<file path="config.mk">
export PLATFORM = sky130hd
export DESIGN_NAME = spi_dump_ctrl
export DESIGN_NICKNAME = d
export VERILOG_FILES = /design/src/rtl/spi_dump_ctrl.sv
export SDC_FILE = /design/constraint.sdc
export NUM_CORES = 1
export LEC_CHECK = 0
export ABC_AREA = 0
export BUFFER_PORTS_ARGS = -buffer_cell sky130_fd_sc_hd__buf_4
export CORE_ASPECT_RATIO = 0.8
export CORE_MARGIN = 8
export CORE_UTILIZATION = 55
export DETAILED_ROUTE_END_ITERATION = 10
export GPL_ROUTABILITY_DRIVEN = 1
export GPL_TIMING_DRIVEN = 0
export MAX_ROUTING_LAYER = met4
export PLACE_DENSITY = 0.85
export SKIP_LAST_GASP = 1
export SLEW_MARGIN = 5
export SYNTH_ARGS = -nofsm -noshare
export SYNTH_HDL_FRONTEND = slang
export SYNTH_SLANG_ARGS = --single-unit
</file>
<file path="constraint.sdc">
create_clock -name clk -period 6.09 [get_ports clk]
set_clock_uncertainty 0.15 [all_clocks]
set_input_delay 0.3045 -clock clk [delete_from_list [all_inputs] [get_ports clk]]
set_output_delay 0.3045 -clock clk [all_outputs]
set_load 0.005 [all_outputs]
</file>
<file path="src/rtl/spi_dump_ctrl.sv">
// Command sequencer behind the spi_dump SPI slave: register bank, sample FIFO, response scheduling.
// Optional build macro SPI_DUMP_CTRL_TIMESTAMP_EN: tag carries a free-running cycle stamp.
module spi_dump_ctrl #(
   parameter int unsigned FIFO_AW  = 4,
   parameter logic [15:0] ID_VALUE = 16'hD0C1
) (
   input  logic        clk,
   input  logic        reset_n,
   input  logic        rx_valid,
   input  logic [31:0] rx_data,
   input  logic        tx_free,
   output logic        tx_en,
   output logic [31:0] tx_data,
   input  logic        smp_valid,
   input  logic [15:0] smp_data,
   output logic [15:0] cfg_a,
   output logic [15:0] cfg_b,
   output logic        busy
);

   localparam int unsigned DEPTH = 2**FIFO_AW;
   localparam int unsigned CW    = FIFO_AW + 1;
`ifdef SPI_DUMP_CTRL_TIMESTAMP_EN
   localparam int unsigned FW    = 24;
`else
   localparam int unsigned FW    = 16;
`endif

   localparam logic [7:0] OP_STATUS   = 8'h00;
   localparam logic [7:0] OP_WR_REG   = 8'h01;
   localparam logic [7:0] OP_RD_REG   = 8'h02;
   localparam logic [7:0] OP_DUMP     = 8'h03;
   localparam logic [7:0] OP_FIFO_CLR = 8'h04;

   typedef enum logic [2:0] {
      S_IDLE,
      S_DECODE,
      S_RESP,
      S_DUMP,
      S_DGAP
   } state_t;

   state_t              r_state;
   state_t              w_state_next;
   logic [31:0]         r_frame;
   logic [15:0]         r_reg0;
   logic [15:0]         r_reg1;
   logic [15:0]         r_reg2;
   logic [15:0]         r_payload;
   logic                r_err;
   logic [8:0]          r_remain;
   logic                r_ovf;
   logic                r_drop;
   logic                r_tx_en;
   logic [31:0]         r_tx_data;
   logic                r_busy;
   logic [FW-1:0]       r_mem [DEPTH];
   logic [FIFO_AW-1:0]  r_wr_ptr;
   logic [FIFO_AW-1:0]  r_rd_ptr;
   logic [CW-1:0]       r_count;
`ifdef SPI_DUMP_CTRL_TIMESTAMP_EN
   logic [7:0]          r_ts;
`else
   logic [7:0]          r_seq;
`endif

   logic [7:0]          w_op;
   logic [7:0]          w_b0;
   logic [7:0]          w_b1;
   logic [7:0]          w_b2;
   logic [1:0]          w_idx;
   logic [15:0]         w_cnt_ext;
   logic [7:0]          w_cnt8;
   logic [15:0]         w_dec_payload;
   logic                w_dec_err;
   logic                w_fire;
   logic                w_pop_req;
   logic                w_pop;
   logic                w_push_req;
   logic                w_push;
   logic                w_full;
   logic                w_clr;
   logic [CW-1:0]       w_count_next;
   logic [FW-1:0]       w_rd_word;
   logic [FW-1:0]       w_push_data;
   logic [15:0]         w_payload;
   logic                w_err;
   logic                w_empty;
   logic [7:0]          w_tag;
   logic [31:0]         w_word;
   logic [8:0]          w_n;
   logic                w_ovf_set;
   logic                w_drop_set;
   logic                w_sticky_clr;

   assign w_op      = r_frame[7:0];
   assign w_b0      = r_frame[15:8];
   assign w_b1      = r_frame[23:16];
   assign w_b2      = r_frame[31:24];
   assign w_idx     = w_b0[1:0];
   assign w_cnt_ext = 16'(r_count);
   assign w_cnt8    = (w_cnt_ext > 16'd255) ? 8'hFF : w_cnt_ext[7:0];
   assign w_n       = (w_b0 == 8'd0) ? 9'd256 : {1'b0, w_b0};

   // Command decode of the latched frame; only consumed while in DECODE.
   always_comb begin
      w_dec_payload = 16'h0000;
      w_dec_err     = 1'b0;
      case (w_op)
         OP_STATUS: w_dec_payload = {8'h00, w_cnt8};
         OP_WR_REG: begin
            w_dec_payload = {w_b2, w_b1};
            w_dec_err     = (w_idx == 2'd3);
         end
         OP_RD_REG: begin
            case (w_idx)
               2'd0:    w_dec_payload = r_reg0;
               2'd1:    w_dec_payload = r_reg1;
               2'd2:    w_dec_payload = r_reg2;
               default: w_dec_payload = ID_VALUE;
            endcase
         end
         OP_DUMP, OP_FIFO_CLR: w_dec_payload = 16'h0000;
         default:   w_dec_err = 1'b1;
      endcase
   end

   // Next state; w_fire loads the transmit word so tx_en rises in the following cycle.
   always_comb begin
      w_state_next = r_state;
      w_fire       = 1'b0;
      case (r_state)
         S_IDLE:   if (rx_valid) w_state_next = S_DECODE;
         S_DECODE: begin
            w_fire       = tx_free;
            w_state_next = (w_op == OP_DUMP) ? S_DUMP : S_RESP;
         end
         S_RESP: begin
            if (r_tx_en) w_state_next = S_IDLE;
            else         w_fire       = tx_free;
         end
         S_DUMP: begin
            if (r_tx_en) w_state_next = S_DGAP;
            else         w_fire       = tx_free;
         end
         S_DGAP: begin
            if (r_remain != 9'd0) begin
               w_state_next = S_DUMP;
               w_fire       = tx_free;
            end else begin
               w_state_next = S_IDLE;
            end
         end
         default:  w_state_next = S_IDLE;
      endcase
   end

   // FIFO control: pop frees space first, clear beats a concurrent push.
   always_comb begin
      w_pop_req    = w_fire && (w_state_next == S_DUMP);
      w_pop        = w_pop_req && (r_count != CW'(0));
      w_push_req   = smp_valid && r_reg0[0];
      w_clr        = (r_state == S_DECODE) && (w_op == OP_FIFO_CLR);
      w_full       = (r_count == CW'(DEPTH));
      w_push       = w_push_req && (!w_full || w_pop) && !w_clr;
      w_ovf_set    = w_push_req && w_full && !w_pop && !w_clr;
      w_count_next = w_clr ? CW'(0) : (r_count + CW'(w_push) - CW'(w_pop));
      w_rd_word    = r_mem[r_rd_ptr];
   end

`ifdef SPI_DUMP_CTRL_TIMESTAMP_EN
   assign w_push_data = {r_ts, smp_data};
   assign w_tag       = w_pop ? w_rd_word[23:16] : r_ts;
`else
   assign w_push_data = smp_data;
   assign w_tag       = r_seq;
`endif

   // Response word assembly at fire time.
   always_comb begin
      if (w_pop_req) begin
         w_payload = w_pop ? w_rd_word[15:0] : 16'h0000;
         w_err     = 1'b0;
         w_empty   = (w_count_next == CW'(0));
      end else if (r_state == S_DECODE) begin
         w_payload = w_dec_payload;
         w_err     = w_dec_err;
         w_empty   = 1'b0;
      end else begin
         w_payload = r_payload;
         w_err     = r_err;
         w_empty   = 1'b0;
      end
      w_word = {w_payload, w_tag, w_op[3:0], w_err, r_ovf, r_drop, w_empty};
   end

   assign w_drop_set   = rx_valid && (r_state != S_IDLE);
   assign w_sticky_clr = (r_state == S_RESP) && r_tx_en && (w_op == OP_STATUS);

   always_ff @(posedge clk or negedge reset_n) begin
      if (!reset_n) r_state <= S_IDLE;
      else          r_state <= w_state_next;
   end

   // Frame latch, register bank, response holding and sticky flags.
   always_ff @(posedge clk or negedge reset_n) begin
      if (!reset_n) begin
         r_frame   <= 32'h0;
         r_reg0    <= 16'h0;
         r_reg1    <= 16'h0;
         r_reg2    <= 16'h0;
         r_payload <= 16'h0;
         r_err     <= 1'b0;
         r_remain  <= 9'd0;
         r_ovf     <= 1'b0;
         r_drop    <= 1'b0;
         r_tx_en   <= 1'b0;
         r_tx_data <= 32'h0;
         r_busy    <= 1'b0;
      end else begin
         if ((r_state == S_IDLE) && rx_valid) r_frame <= rx_data;
         if (r_state == S_DECODE) begin
            r_payload <= w_dec_payload;
            r_err     <= w_dec_err;
            if (w_op == OP_WR_REG) begin
               case (w_idx)
                  2'd0:    r_reg0 <= {w_b2, w_b1};
                  2'd1:    r_reg1 <= {w_b2, w_b1};
                  2'd2:    r_reg2 <= {w_b2, w_b1};
                  default: ;
               endcase
            end
            if (w_op == OP_DUMP) r_remain <= w_n - 9'(w_fire);
         end else if (w_pop_req) begin
            r_remain <= r_remain - 9'd1;
         end
         r_ovf   <= w_ovf_set  | (r_ovf  & ~w_sticky_clr);
         r_drop  <= w_drop_set | (r_drop & ~w_sticky_clr);
         r_tx_en <= w_fire;
         if (w_fire) r_tx_data <= w_word;
         r_busy  <= (w_state_next != S_IDLE);
      end
   end

   // FIFO pointers and occupancy.
   always_ff @(posedge clk or negedge reset_n) begin
      if (!reset_n) begin
         r_wr_ptr <= '0;
         r_rd_ptr <= '0;
         r_count  <= '0;
      end else begin
         if (w_clr) begin
            r_wr_ptr <= '0;
            r_rd_ptr <= '0;
         end else begin
            if (w_push) r_wr_ptr <= r_wr_ptr + FIFO_AW'(1);
            if (w_pop)  r_rd_ptr <= r_rd_ptr + FIFO_AW'(1);
         end
         r_count <= w_count_next;
      end
   end

   always_ff @(posedge clk) begin
      if (w_push) r_mem[r_wr_ptr] <= w_push_data;
   end

`ifdef SPI_DUMP_CTRL_TIMESTAMP_EN
   always_ff @(posedge clk or negedge reset_n) begin
      if (!reset_n) r_ts <= 8'd0;
      else          r_ts <= r_ts + 8'd1;
   end
`else
   always_ff @(posedge clk or negedge reset_n) begin
      if (!reset_n)    r_seq <= 8'd0;
      else if (w_fire) r_seq <= r_seq + 8'd1;
   end
`endif

   assign tx_en   = r_tx_en;
   assign tx_data = r_tx_data;
   assign cfg_a   = r_reg1;
   assign cfg_b   = r_reg2;
   assign busy    = r_busy;

endmodule
</file>
# --- Word level (Yosys, flattened, before mapping) ---
# Memory sizes are Yosys's and may differ from the RTL's.
# Index checks and enable logic that the tools add are counted.
op_classes:
  eq_ne: 14
  n_reduce_logical: 35
  add_sub_neg: 7
  mul: 0
  n_div: 0
  order_cmp: 1
  n_shift: 0
  muxes: 30
  bitwise: 5
ops:
  columns: ["operator", "n"]
  rows:
  - ["16-bit case mux with 3 select lines", 2]
  - ["16-bit two-way mux", 3]
  - ["9-bit two-way mux", 4]
  - ["8-bit by 2-bit equality test with 1-bit output, second input constant", 2]
  - ["8-bit zero test", 2]
  - ["4-bit two-way mux", 4]
  - ["3-bit case mux with 5 select lines", 1]
  - ["1-bit logical AND", 13]
  - ["3-bit by 2-bit equality test with 1-bit output, second input constant", 3]
  - ["3-bit two-way mux", 3]
  - ["3-bit AND reduction", 3]
  - ["9-bit nonzero test", 1]
  - ["9-bit by 1-bit subtractor with 9-bit output", 1]
  - ["9-bit by 1-bit subtractor with 9-bit output, second input constant", 1]
  - ["4-bit by 1-bit adder with 4-bit output, second input constant", 2]
  - ["8-bit by 1-bit adder with 8-bit output, second input constant", 1]
  - ["8-bit by 1-bit equality test with 1-bit output, second input constant", 1]
  - ["8-bit by 3-bit equality test with 1-bit output, second input constant", 1]
  - ["5-bit by 8-bit greater-than comparator with 1-bit output, second input constant", 1]
  - ["1-bit two-way mux", 8]
  - ["8-bit two-way mux", 1]
  - ["2-bit nonzero test", 3]
  - ["3-bit nonzero test", 2]
  - ["5-bit by 1-bit adder with 5-bit output", 1]
  - ["other kinds (23)", 28]
totals:
  mem_bits_rw: 256
  ff_bits: 166
  in_bits: 53
  romBits: 0
  memories: 1
  latch_bits: 0
memory_table:
  columns: ["name", "words", "word_bits", "rd", "rd_ports_with_merged_regs", "wr", "line_no", "source"]
  rows:
  - ["r_mem", 16, 16, 1, 0, 1, "57", "logic [FW-1:0] r_mem [DEPTH];"]

# --- Logic depth before layout (Yosys ltp) ---
# Gate-level depths: netlist of the first run.
logic_depth:
  word_depth: 14
  ltp_mapped: 17

# --- Least setup slack after synthesis of the first run ---
# Ideal clock, no wire load.
synth_path:
  kind: "flip-flop to flip-flop"
  from: "reg r_state[1]"
  to: "mem r_mem[0][0], enable pin"
  n_path_buf: 2
  slack_ns: 1.867
  t_arrival_ns: 3.637
  setup_ns: 0.436
  period_less_slack_ns: 4.223
  stages_incl_launch_ff: 8
  cell_sequence: "dfrtp_1 buf_6 or3b_1 clkbuf_1 or4_4 a21boi_2 o211ai_4 nor4b_1"
synth_via:
  elab_chain_cells: 10
  elab_cells_between_ends: 21
  classes_between: "eq/ne (5); mux (7); reduce/logical (9)"
synth_rtl:
  columns: ["element", "line_no", "source"]
  rows:
  - ["start: declaration", "43", "state_t r_state;"]
  - ["start signal: assignment", "202", "else r_state <= w_state_next;"]
  - ["3-bit equality test, or another cell as far along", "132", "case (r_state)"]
  - ["3-bit case mux with 5 select lines or 2-bit OR reduction (tied branches)", null, null]
  - ["3-bit by 2-bit equality test with 1-bit output or 1-bit case mux with 3 select lines (tied branches)", "160, 132", null]
  - ["1-bit logical AND", "160", "w_pop_req = w_fire && (w_state_next == S_DUMP);"]
  - ["1-bit logical AND", "161", "w_pop = w_pop_req && (r_count != CW'(0));"]
  - ["1-bit logical OR", "165", "w_push = w_push_req && (!w_full || w_pop) && !w_clr;"]
  - ["1-bit logical AND", "165", null]
  - ["1-bit logical AND *", "165", null]
  - ["1-bit two-way mux *", "264", "if (w_push) r_mem[r_wr_ptr] <= w_push_data;"]
  - ["1-bit two-way mux (implied by the code) *", "264", null]
  - ["end: declaration", "57", null]
# Mark *: on every way between the ends. The rest lies on a longest branch, timed or not.

# --- Worst setup path after layout of the first run ---
layout_path:
  from: "reg r_remain[2]"
  to: "reg r_tx_data[0], in the netlist tx_data[0]"
layout_via:
  elab_chain_cells: 14
  elab_cells_between_ends: 16
  classes_between: "add/sub (2); eq/ne (1); mux (6); reduce/logical (7)"
layout_rtl:
  columns: ["element", "line_no", "source"]
  rows:
  - ["start: declaration", "51", "logic [8:0] r_remain;"]
  - ["start signal: assignment", "233", "if (w_op == OP_DUMP) r_remain <= w_n - 9'(w_fire);"]
  - ["start signal: assignment", "235", "r_remain <= r_remain - 9'd1;"]
  - ["9-bit nonzero test *", "147", "if (r_remain != 9'd0) begin"]
  - ["2-bit two-way mux", "147", null]
  - ["3-bit case mux with 5 select lines", "132", null]
  - ["3-bit by 2-bit equality test with 1-bit output", "160", null]
  - ["1-bit logical AND", "160", null]
  - ["1-bit logical AND", "161", null]
  - ["1-bit logical OR", "165", null]
  - ["1-bit logical AND (2 in a row)", "165", null]
  - ["5-bit by 1-bit adder with 5-bit output", "167", "w_count_next = w_clr ? CW'(0) : (r_count + CW'(w_push) - CW'(w_pop));"]
  - ["5-bit by 1-bit subtractor with 5-bit output", "167", null]
  - ["5-bit two-way mux", "167", null]
  - ["5-bit zero test", "184", "w_empty = (w_count_next == CW'(0));"]
  - ["1-bit two-way mux", "181", "if (w_pop_req) begin"]
  - ["end signal: assignment", "240", "if (w_fire) r_tx_data <= w_word;"]
  - ["end: declaration", "55", "logic [31:0] r_tx_data;"]
# Marks and branches as above.
# A chain may end at the register's enable or synchronous reset.

==> results of run 1 <==
==> worst max-delay path: stages, from the launching register on <==
cell	delay [ns]
dfrtp_1	0.44
or3_1	0.46
o311ai_1	0.54
o21ai_0	0.32
o211ai_4	0.44
buf_6	0.25
ha_1	0.16
inv_1	0.05
ha_1	0.21
fa_1	0.42
a21oi_1	0.18
o21bai_1	0.09
xnor2_1	0.29
a41oi_1	0.22
o31ai_1	0.26
==> worst max path at each step <==
stage                      startpoint          end  slack (ns)  cells past startpoint
after floorplan            r_state[1]  r_mem[0][0]        1.87                      7
after global placement     r_state[1]  r_mem[0][7]       0.007                      7
after detailed placement   r_frame[5]   tx_data[0]        1.45                     13
after CTS                  r_frame[5]   tx_data[0]        1.26                     13
after global routing      r_remain[2]   tx_data[0]        1.19                     14
final                     r_remain[2]   tx_data[0]        1.51                     14
==> cells in the mapped netlist (all sizes together) (13+ instances only) <==
cell / number
mux2: 109
mux4: 64
and2: 15
ha: 16
clkbuf: 40
nor3: 13
nand3: 17
o211ai: 18
buf: 29
edfxtp: 256
a31oi: 13
a21oi: 24
inv: 16
nand2: 111
mux2i: 28
dfrtp: 166
xnor2: 17
nor2: 45
o21ai: 22
==> power groups by stage <==
stage / Clock [µW] / Sequential [µW] / Combinational, µW
final: 2550 / 3730 / 2880
after global routing: 2690 / 3770 / 3100
after CTS: 2570 / 3710 / 2840
after detailed placement: 0 / 3760 / 2760
after global placement: 0 / 3740 / 2630
after floorplan: 0 / 3650 / 1860
==> cell type report <==
cell class,instances,share of cell area
Clock inverter,18,0.00842
Sequential cell,422,0.553
Inverter,16,0.00281
Multi-Input combinational cell,637,0.264
Tap cell,427,0.0250
Clock buffer,57,0.0547
Timing Repair Buffer,191,0.0776
Buffer,69,0.0144
==> sequential cells by signal, indices dropped and copies added, names as in the netlist <==
signal	flops
tx_en	1
r_wr_ptr	4
r_frame	32
r_count	5
r_seq	8
r_mem	256
cfg_b	16
tx_data	32
r_state	3
r_rd_ptr	4
cfg_a	16
r_reg0	16
r_remain	9
r_err	1
r_ovf	1
r_payload	16
busy	1
r_drop	1
==> metrics by stage <==
| step | power, µW | std cells |
|---|---|---|
| 3_3_place_gp | 6380 | 1689 |
| 2_1_floorplan | 5510 | 1144 |
| 4_1_cts | 9120 | 1837 |
| 5_1_grt | 9550 | 1837 |
| 3_5_place_dp | 6520 | 1711 |
| 6_report | 9160 | 1837 |
==> layer usage <==
layer / up-vias / wire length [µm]
li1: 4823 / -
met1: 5862 / 18000
met2: 700 / 21700
met3: 137 / 4020
met4: 0 / 1590
met5: - / 0
==> cell families (layout without fill, tap and decap cells) <==
logic type / Yosys count / after routing / synth area share
AO/OA/AOI/OAI: 134 / 134 / 0.0521
XOR/XNOR: 18 / 18 / 0.00887
adder cells (fa/ha/maj): 17 / 17 / 0.0124
buffers and inverters: 85 / 351 / 0.0208
flip-flops: 422 / 422 / 0.666
multiplexers: 201 / 201 / 0.166
AND/OR/NAND/NOR: 267 / 267 / 0.0740
==> timing repair <==
| item | CTS | global route |
|---|---|---|
| hold endpoints to repair | 342 | 0 |
| setup buffers | 0 | 0 |
| hold buffers | 51 | 0 |
==> qor.yml, run 1 <==
drv_slew: 0
tns_ns: 0
cts_buffer_depth: 3
rsz0062_at_grt: "false"
cts_sinks: 422
min_period_ns: 4.58
design_area_um2: 21400
drcViolationCount: 0
worstReg2RegStart: "r_remain[2]"
ir_drop_v: 0.000378
worst_slack_ns: 1.51
fill_cells: 2071
hp-class: "in -> async"
diodes: 0
post_cts_resized: 0
reg2reg_depth: 14
clk_latency_ns: 0.56
core_area_um2: 32200
seq_power_share: 0.407
p_int_uw: 6090
cap_violations: 0
die_x_um: 217
synth_seq_cells: 422
tightest_slew_ns: 1.07
dp_slack_ns: 1.45
syn_nets: 1214
synth.largest_area_cell: "edfxtp_1"
p_sw_uw: 3070
num_vias: 11500
swShare: 0.335
pwr-share-comb: 0.314
syn2layout_area_growth_pct: 20.4
grt_max_degree: 123
final_cell_mix: "256 x edfxtp_1, 166 x dfrtp_1, 133 x buf_4"
syn_area_um2: 17800
drt-pass1-iter-count: 6
post-route-util: 0.665
status: "finished clean"
num-nets-final: 1448
cp-start-kind: "flip-flop"
ys.flop_type: "edfxtp_1"
grt_pass1_wl_um: 70100
met1_usage: 0.322
cp.arrival_ns: 4.88
p_leak_uw: 0.00842
syn_area_per_cell_um2: 15.5
track_usage: 0.243
place_area_um2: 19500
max_freq_mhz: 218
postSynthCellCount: 1144
cts_tree: "yes"
grt.busiest_layer: "met2"
wirelength_um: 45300
port_buffers: 118
whs_ns: 0.0926
fp-row-count: 59
ff2ff_setup_slack_ns: 1.51
period_share: 0.752
gr-usage-met3: 0.0425
final_hold_viol_count: 0
yosysWarnings: 0
relSlewSlack: 0.289
p_clk_frac: 0.279
vias_per_cell: 6.27
ys_types: 66
hpwl_um: 29800
die_h_um: 177
seq_area_frac_synth: 0.666
cts-root-buf: "clkbuf_16"
dr.first_iter.drc_count: 1469
place_congestion: 0.875
synth_area_leaders: "edfxtp_1 43%, dfrtp_1 23%, mux4_2 8.1%"
worstPathRequired_ns: 6.38
fp.dieArea_um2: 38400
cp_max_fo: 10
reg2reg_to: "tx_data[0]"
grt_overflow: 0
final-seq-area_um2: 11800
p_per_area_nw_per_um2: 428
synth_edf_count: 256
critPathKind: "reg -> reg"
ios: 119
setup_violations: 0
grt_antenna_before_repair: 0
layout_commonest_cell: "edfxtp_1"
initial_core_util: 0.552
async_reset_ff_frac: 0.393
end_kind: "flip-flop"
drtAntennaViolNets: 0
multi_input_area_um2: 5650
wire_per_inst_um: 24.7
drive_above_1_share: 0.309
use_met2: 0.381
numCtsBuffers: 41
first_global_vias: 11800
path_clk_slew_ns: 0.06
cts-htree-levels: 2
yosys.area.top_type_share: 0.432
Power figures use the tool's default switching activity.
==> run 2, diff against run 1 <==
==> constraint.sdc (replaced) <==
create_clock -name clk -period 4.6 [get_ports clk]
set_clock_uncertainty 0.15 [all_clocks]
set_input_delay 0.23 -clock clk [delete_from_list [all_inputs] [get_ports clk]]
set_output_delay 0.23 -clock clk [all_outputs]
set_load 0.005 [all_outputs]
==> qor.yml, run 2 (synthesized netlist as in run 1, its figures left out) <==
cts-root-buf: "clkbuf_16"  # unchanged
setup_violations: 0  # unchanged
ios: 119  # unchanged
numCtsBuffers: 41  # unchanged
cp.arrival_ns: 4.71  # was 4.88 ns
die_x_um: 217  # unchanged
clk_latency_ns: 0.56  # about the same
pwr-share-comb: 0.319  # was 0.314
port_buffers: 118  # unchanged
worst_slack_ns: 0.197  # was 1.51 ns
path_clk_slew_ns: 0.06  # about the same
period_share: 0.957  # was 0.752
place_congestion: 0.875  # unchanged
core_area_um2: 32200  # unchanged
p_per_area_nw_per_um2: 570  # was 428 nW/µm²
cts-htree-levels: 2  # unchanged
num-nets-final: 1448  # unchanged
cts_sinks: 422  # unchanged
die_h_um: 177  # unchanged
cap_violations: 0  # unchanged
drt-pass1-iter-count: 7  # was 6
cpMostUsedCell: "ha_1"  # unchanged
vias_per_cell: 6.27  # about the same
p_int_uw: 8110  # was 6090 µW
p_clk_frac: 0.277  # was 0.279
grt_max_degree: 123  # unchanged
p_sw_uw: 4110  # was 3070 µW
track_usage: 0.243  # about the same
dr.first_iter.drc_count: 1485  # was 1,469
regMostFlops: "r_mem"  # unchanged
critPathKind: "reg -> reg"  # unchanged
worstPathRequired_ns: 4.90  # was 6.38 ns
fill_cells: 2061  # was 2,071
diodes: 0  # unchanged
cts_tree: "yes"  # unchanged
seq_power_share: 0.404  # was 0.407
fp-row-count: 59  # unchanged
drv_slew: 0  # unchanged
num_vias: 11500  # about the same
cts_buffer_depth: 3  # unchanged
first_global_vias: 11800  # about the same
slowest_delay_ns: 0.64  # was 0.54 ns
hpwl_um: 29800  # unchanged
initial_core_util: 0.552  # unchanged
drcViolationCount: 0  # unchanged
status: "finished clean"  # unchanged
largest_reg_flops: 256  # unchanged
multi_input_area_um2: 5690  # was 5650 µm²
rsz0062_at_grt: "false"  # unchanged
wirelength_um: 45400  # was 45,300 µm
design_area_um2: 21500  # was 21,400 µm²
cp_max_fo: 10  # unchanged
grt_overflow: 0  # unchanged
grt_pass1_wl_um: 70100  # about the same
drtAntennaViolNets: 0  # unchanged
max_freq_mhz: 227  # was 218 MHz
layout_commonest_cell: "edfxtp_1"  # unchanged
wire_per_inst_um: 24.7  # about the same
drive_above_1_share: 0.313  # was 0.309
ir_drop_v: 0.000503  # was 0.000378 V
cp_slowest_cell: "or4_1"  # was o311ai_1
total_power_uw: 12200  # was 9160 µW
swShare: 0.336  # was 0.335
final_hold_viol_count: 0  # unchanged
fp.dieArea_um2: 38400  # unchanged
end_kind: "flip-flop"  # unchanged
p_leak_uw: 0.00844  # was 0.00842 µW
grt_antenna_before_repair: 0  # unchanged
relSlewSlack: 0.273  # was 0.289
syn2layout_area_growth_pct: 20.6  # was 20.4%
hp-class: "in -> async"  # unchanged
final_cell_mix: "256 x edfxtp_1, 166 x dfrtp_1, 134 x buf_4"  # was 256 x edfxtp_1, 166 x dfrtp_1, 133 x buf_4
cp-start-kind: "flip-flop"  # unchanged
dp_slack_ns: -0.0408  # was 1.45 ns
cp_cell_sequence: "or4_1 > or4_4 > a21boi_4 > o211ai_4 > buf_8 > ha_1 > inv_1 > ha_1 > fa_1 > a21oi_1 > o21bai_1 > xnor2_2 > a41oi_2 > o31ai_2"  # was or3_1 > o311ai_1 > o21ai_0 > o211ai_4 > buf_6 > ha_1 > inv_1 > ha_1 > fa_1 > a21oi_1 > o21bai_1 > xnor2_1 > a41oi_1 > o31ai_1
final-seq-area_um2: 11800  # unchanged
min_period_ns: 4.40  # was 4.58 ns
tightest_slew_ns: 1.09  # was 1.07 ns
place_area_um2: 19500  # unchanged
run 2: changes by cell type in the layout (fill, tap and decap cells not counted), sizes merged:
cell    delta
clkbuf     -1
buf        +1
run 2: worst max-delay path: cells and delay by family (launching register included):
family,cells,cell delay [ns]
simple gates,2,1.25
compound gates,6,1.12
fa+ha+maj,3,0.91
flops,1,0.40
buf+inv,2,0.28
xor+xnor,1,0.21
run 2: layout make-up:
type / instances / area share
flip-flops and latches: 422 / 0.552
well taps: 427 / 0.0249
inverters: 16 / 0.00280
clock inverters: 18 / 0.00840
repair buffers: 192 / 0.0778
clock buffers: 57 / 0.0546
plain buffers: 68 / 0.0144
multi-input cells: 637 / 0.265
run 2: power groups by stage:
| stage | clock [µW] | combinational, µW | sequential (µW) |
|---|---|---|---|
| floorplan | 0 | 2470 | 4830 |
| global placement | 0 | 3490 | 4960 |
| detailed placement | 0 | 3660 | 4980 |
| CTS | 3400 | 3760 | 4910 |
| global route | 3560 | 4170 | 4980 |
| finish | 3390 | 3900 | 4930 |
run 2: per-layer routing:
metal | vias up | global-route usage | wire [µm]
li1 | 4823 | - | -
met1 | 5841 | 0.322 | 18100
met2 | 734 | 0.381 | 21700
met3 | 128 | 0.0425 | 4070
met4 | 0 | 0.0853 | 1540
met5 | - | - | 0
run 2: timing repair:
action                     in CTS  in global routing
setup endpoints to repair       1                  1
setup buffers                   0                  1
hold buffers                   51                  0
hold endpoints to repair      456                  0
gates resized for setup         1                  7
pin swaps                       0                  2
run 2: final timing paths:
path                             start  depth (start not counted)       endpoint  slack, ns
setup reg to reg            r_frame[5]                         14     tx_data[0]       0.20
hold reg to reg            tx_data[13]                          2    tx_data[13]       0.33
hold / removal                 reset_n                          2     r_frame[1]       0.02
setup / recovery            r_frame[5]                         14     tx_data[0]       0.20
min in group clk               tx_free                          6    r_wr_ptr[2]       0.19
max in group asynchronous      reset_n                          3  r_payload[11]       3.38
run 2: through the flow:
stage	setup TNS [ns]	hold WS (ns)	cells	util
finish	0	0.0174	1837	0.666
CTS	0	0.0210	1837	0.665
global route	0	0.0650	1837	0.666
global placement	-100.51	0.303	1689	0.597
detailed placement	-0.0408	-0.00315	1711	0.607
floorplan	0	-0.216	1144	-
==> run 3, diff against run 2 <==
--- a/config.mk
+++ b/config.mk
@@ -5,8 +5,7 @@
 export SDC_FILE = /design/constraint.sdc
 export NUM_CORES = 1
 export LEC_CHECK = 0
-export ABC_AREA = 0
-export BUFFER_PORTS_ARGS = -buffer_cell sky130_fd_sc_hd__buf_4
+export BUFFER_PORTS_ARGS = -buffer_cell sky130_fd_sc_hd__buf_2
 export CORE_ASPECT_RATIO = 0.8
 export CORE_MARGIN = 8
 export CORE_UTILIZATION = 55
==> qor.yml, run 3 (synthesized netlist as in run 1, its figures left out) <==
status: "finished with violations"  # was finished clean
violations: "hold timing"
grt_antenna_before_repair: 3  # was 0
cp_cell_sequence: "or4_1 > or4_4 > a21boi_4 > o211ai_4 > buf_8 > ha_1 > inv_1 > ha_1 > fa_1 > a21oi_1 > o21bai_1 > xnor2_1 > a41oi_1 > o31ai_1"  # was or4_1 > or4_4 > a21boi_4 > o211ai_4 > buf_8 > ha_1 > inv_1 > ha_1 > fa_1 > a21oi_1 > o21bai_1 > xnor2_2 > a41oi_2 > o31ai_2
drive_above_1_share: 0.311  # was 0.313
rsz0062_at_grt: "false"  # unchanged
vias_per_cell: 6.24  # was 6.27
worstPathRequired_ns: 4.91  # was 4.90 ns
cp_slowest_cell: "or4_1"  # unchanged
final_hold_viol_count: 2  # was 0
grt_pass1_wl_um: 70300  # was 70,100 µm
cts_buffer_depth: 3  # unchanged
max_freq_mhz: 229  # was 227 MHz
path_clk_slew_ns: 0.06  # about the same
initial_core_util: 0.552  # unchanged
relSlewSlack: 0.282  # was 0.273
cap_violations: 0  # unchanged
slowest_delay_ns: 0.64  # about the same
grt_overflow: 0  # unchanged
dr.first_iter.drc_count: 1459  # was 1,485
whs_ns: -0.000959  # was 0.0174 ns
setup_violations: 0  # unchanged
cp.arrival_ns: 4.68  # was 4.71 ns
drt-pass1-iter-count: 5  # was 7
ir_drop_v: 0.000382  # was 0.000503 V
p_per_area_nw_per_um2: 576  # was 570 nW/µm²
cts-root-buf: "clkbuf_16"  # unchanged
port_buffers: 118  # unchanged
numCtsBuffers: 41  # unchanged
wirelength_um: 46300  # was 45,400 µm
critPathKind: "reg -> reg"  # unchanged
cts-htree-levels: 2  # unchanged
grt_max_degree: 121  # was 123
track_usage: 0.247  # was 0.243
fin_cells: 1842  # was 1,837
core_area_um2: 32200  # unchanged
cp_max_fo: 10  # unchanged
cpMostUsedCell: "ha_1"  # unchanged
num_vias: 11500  # about the same
clk_latency_ns: 0.58  # was 0.56 ns
p_leak_uw: 0.00841  # was 0.00844 µW
fp-row-count: 59  # unchanged
drv_slew: 0  # unchanged
end_kind: "flip-flop"  # unchanged
hp-class: "in -> async"  # unchanged
cts_sinks: 422  # unchanged
largest_reg_flops: 256  # unchanged
hpwl_um: 30200  # was 29,800 µm
first_global_vias: 11900  # was 11,800
fp.dieArea_um2: 38400  # unchanged
tns_ns: 0  # unchanged
layout_commonest_cell: "edfxtp_1"  # unchanged
syn2layout_area_growth_pct: 19.3  # was 20.6%
ff2ff_setup_slack_ns: 0.24  # was 0.20 ns
die_h_um: 177  # unchanged
dp_cells: 1714  # was 1,711
tightest_slew_ns: 1.08  # was 1.09 ns
drtAntennaViolNets: 0  # unchanged
regMostFlops: "r_mem"  # unchanged
final_cell_mix: "256 x edfxtp_1, 166 x dfrtp_1, 132 x buf_2"  # was 256 x edfxtp_1, 166 x dfrtp_1, 134 x buf_4
wire_per_inst_um: 25.1  # was 24.7 µm
min_period_ns: 4.36  # was 4.40 ns
place_congestion: 0.870  # was 0.875
cts_tree: "yes"  # unchanged
period_share: 0.949  # was 0.957
num-nets-final: 1450  # was 1,448
post_cts_buffers: 0  # unchanged
ios: 119  # unchanged
drcViolationCount: 0  # unchanged
die_x_um: 217  # unchanged
cp-start-kind: "flip-flop"  # unchanged
## run 3: cell count changes in the layout (fill, tap and decap cells not counted), sizes merged
cell | previous run | this run
diode | 0 | 3
clkbuf | 96 | 89
clkinv | 13 | 17
bufinv | 2 | 6
buf | 170 | 172
clkinvlp | 1 | 0
## run 3: layer usage
metal  part of all wire  vias to the layer above  track usage
met2               0.49                      646        0.395
met1               0.38                     5900        0.311
met4              0.045                        0        0.104
li1                   -                     4815            -
met5                  0                        -            -
met3              0.086                      139       0.0446
## run 3: critical path, delay by kind of cell (launching register included)
| kind | cells | cell delay [ns] |
|---|---|---|
| compound gates | 6 | 1.08 |
| flops | 1 | 0.39 |
| buf+inv | 2 | 0.28 |
| fa+ha+maj | 3 | 0.91 |
| simple gates | 2 | 1.25 |
| xor+xnor | 1 | 0.20 |
## run 3: through the flow
stage	instance area, µm²	power [µW]	hold slack [ns]	util	setup WS (ns)
after floorplan	17800	7290	-0.216	-	0.377
after global placement	18900	8350	0.301	0.587	-1.49
after detailed placement	19300	8550	0.00656	0.598	0.00830
after CTS	21200	12200	0.00985	0.658	0.171
after global routing	21200	12700	0.0565	0.659	0.0272
final	21200	12200	-0.000959	0.659	0.236
## run 3: cell type report
| class | count | area (µm²) |
|---|---|---|
| tap | 427 | 534 |
| clock inverter | 25 | 330 |
| fill | 2125 | 11000 |
| sequential | 422 | 11800 |
| inverter | 16 | 60.1 |
| clock buffer | 50 | 1080 |
| buffer | 68 | 309 |
| antenna | 3 | 7.51 |
| timing repair buffer | 194 | 1390 |
| multi-input combinational | 637 | 5670 |
## run 3: repair_timing
item                                    in CTS  in global routing
endpoints found under the setup margin       1                  1
endpoints found under the hold margin      456                  0
pin swaps                                    0                  2
hold buffers                                51                  0
resized for setup                            1                  4
## run 3: path summary, 6_finish.rpt
path,start,to,cells past startpoint
min reg2reg,r_seq[7],r_seq[7],1
max in group asynchronous,reset_n,r_frame[26],3
max,r_frame[5],tx_data[0],14
min,reset_n,r_remain[5],2
min in group clk,tx_free,r_wr_ptr[2],6
max reg2reg,r_frame[5],tx_data[0],14
## run 3: power by group
part	switching (µW)	internal, µW	total, µW	leakage [µW]
sequential	462	4470	4930	0.00441
clock	1490	2040	3530	0.000697
combinational	2150	1600	3750	0.00331
total	4100	8110	12200	0.00841
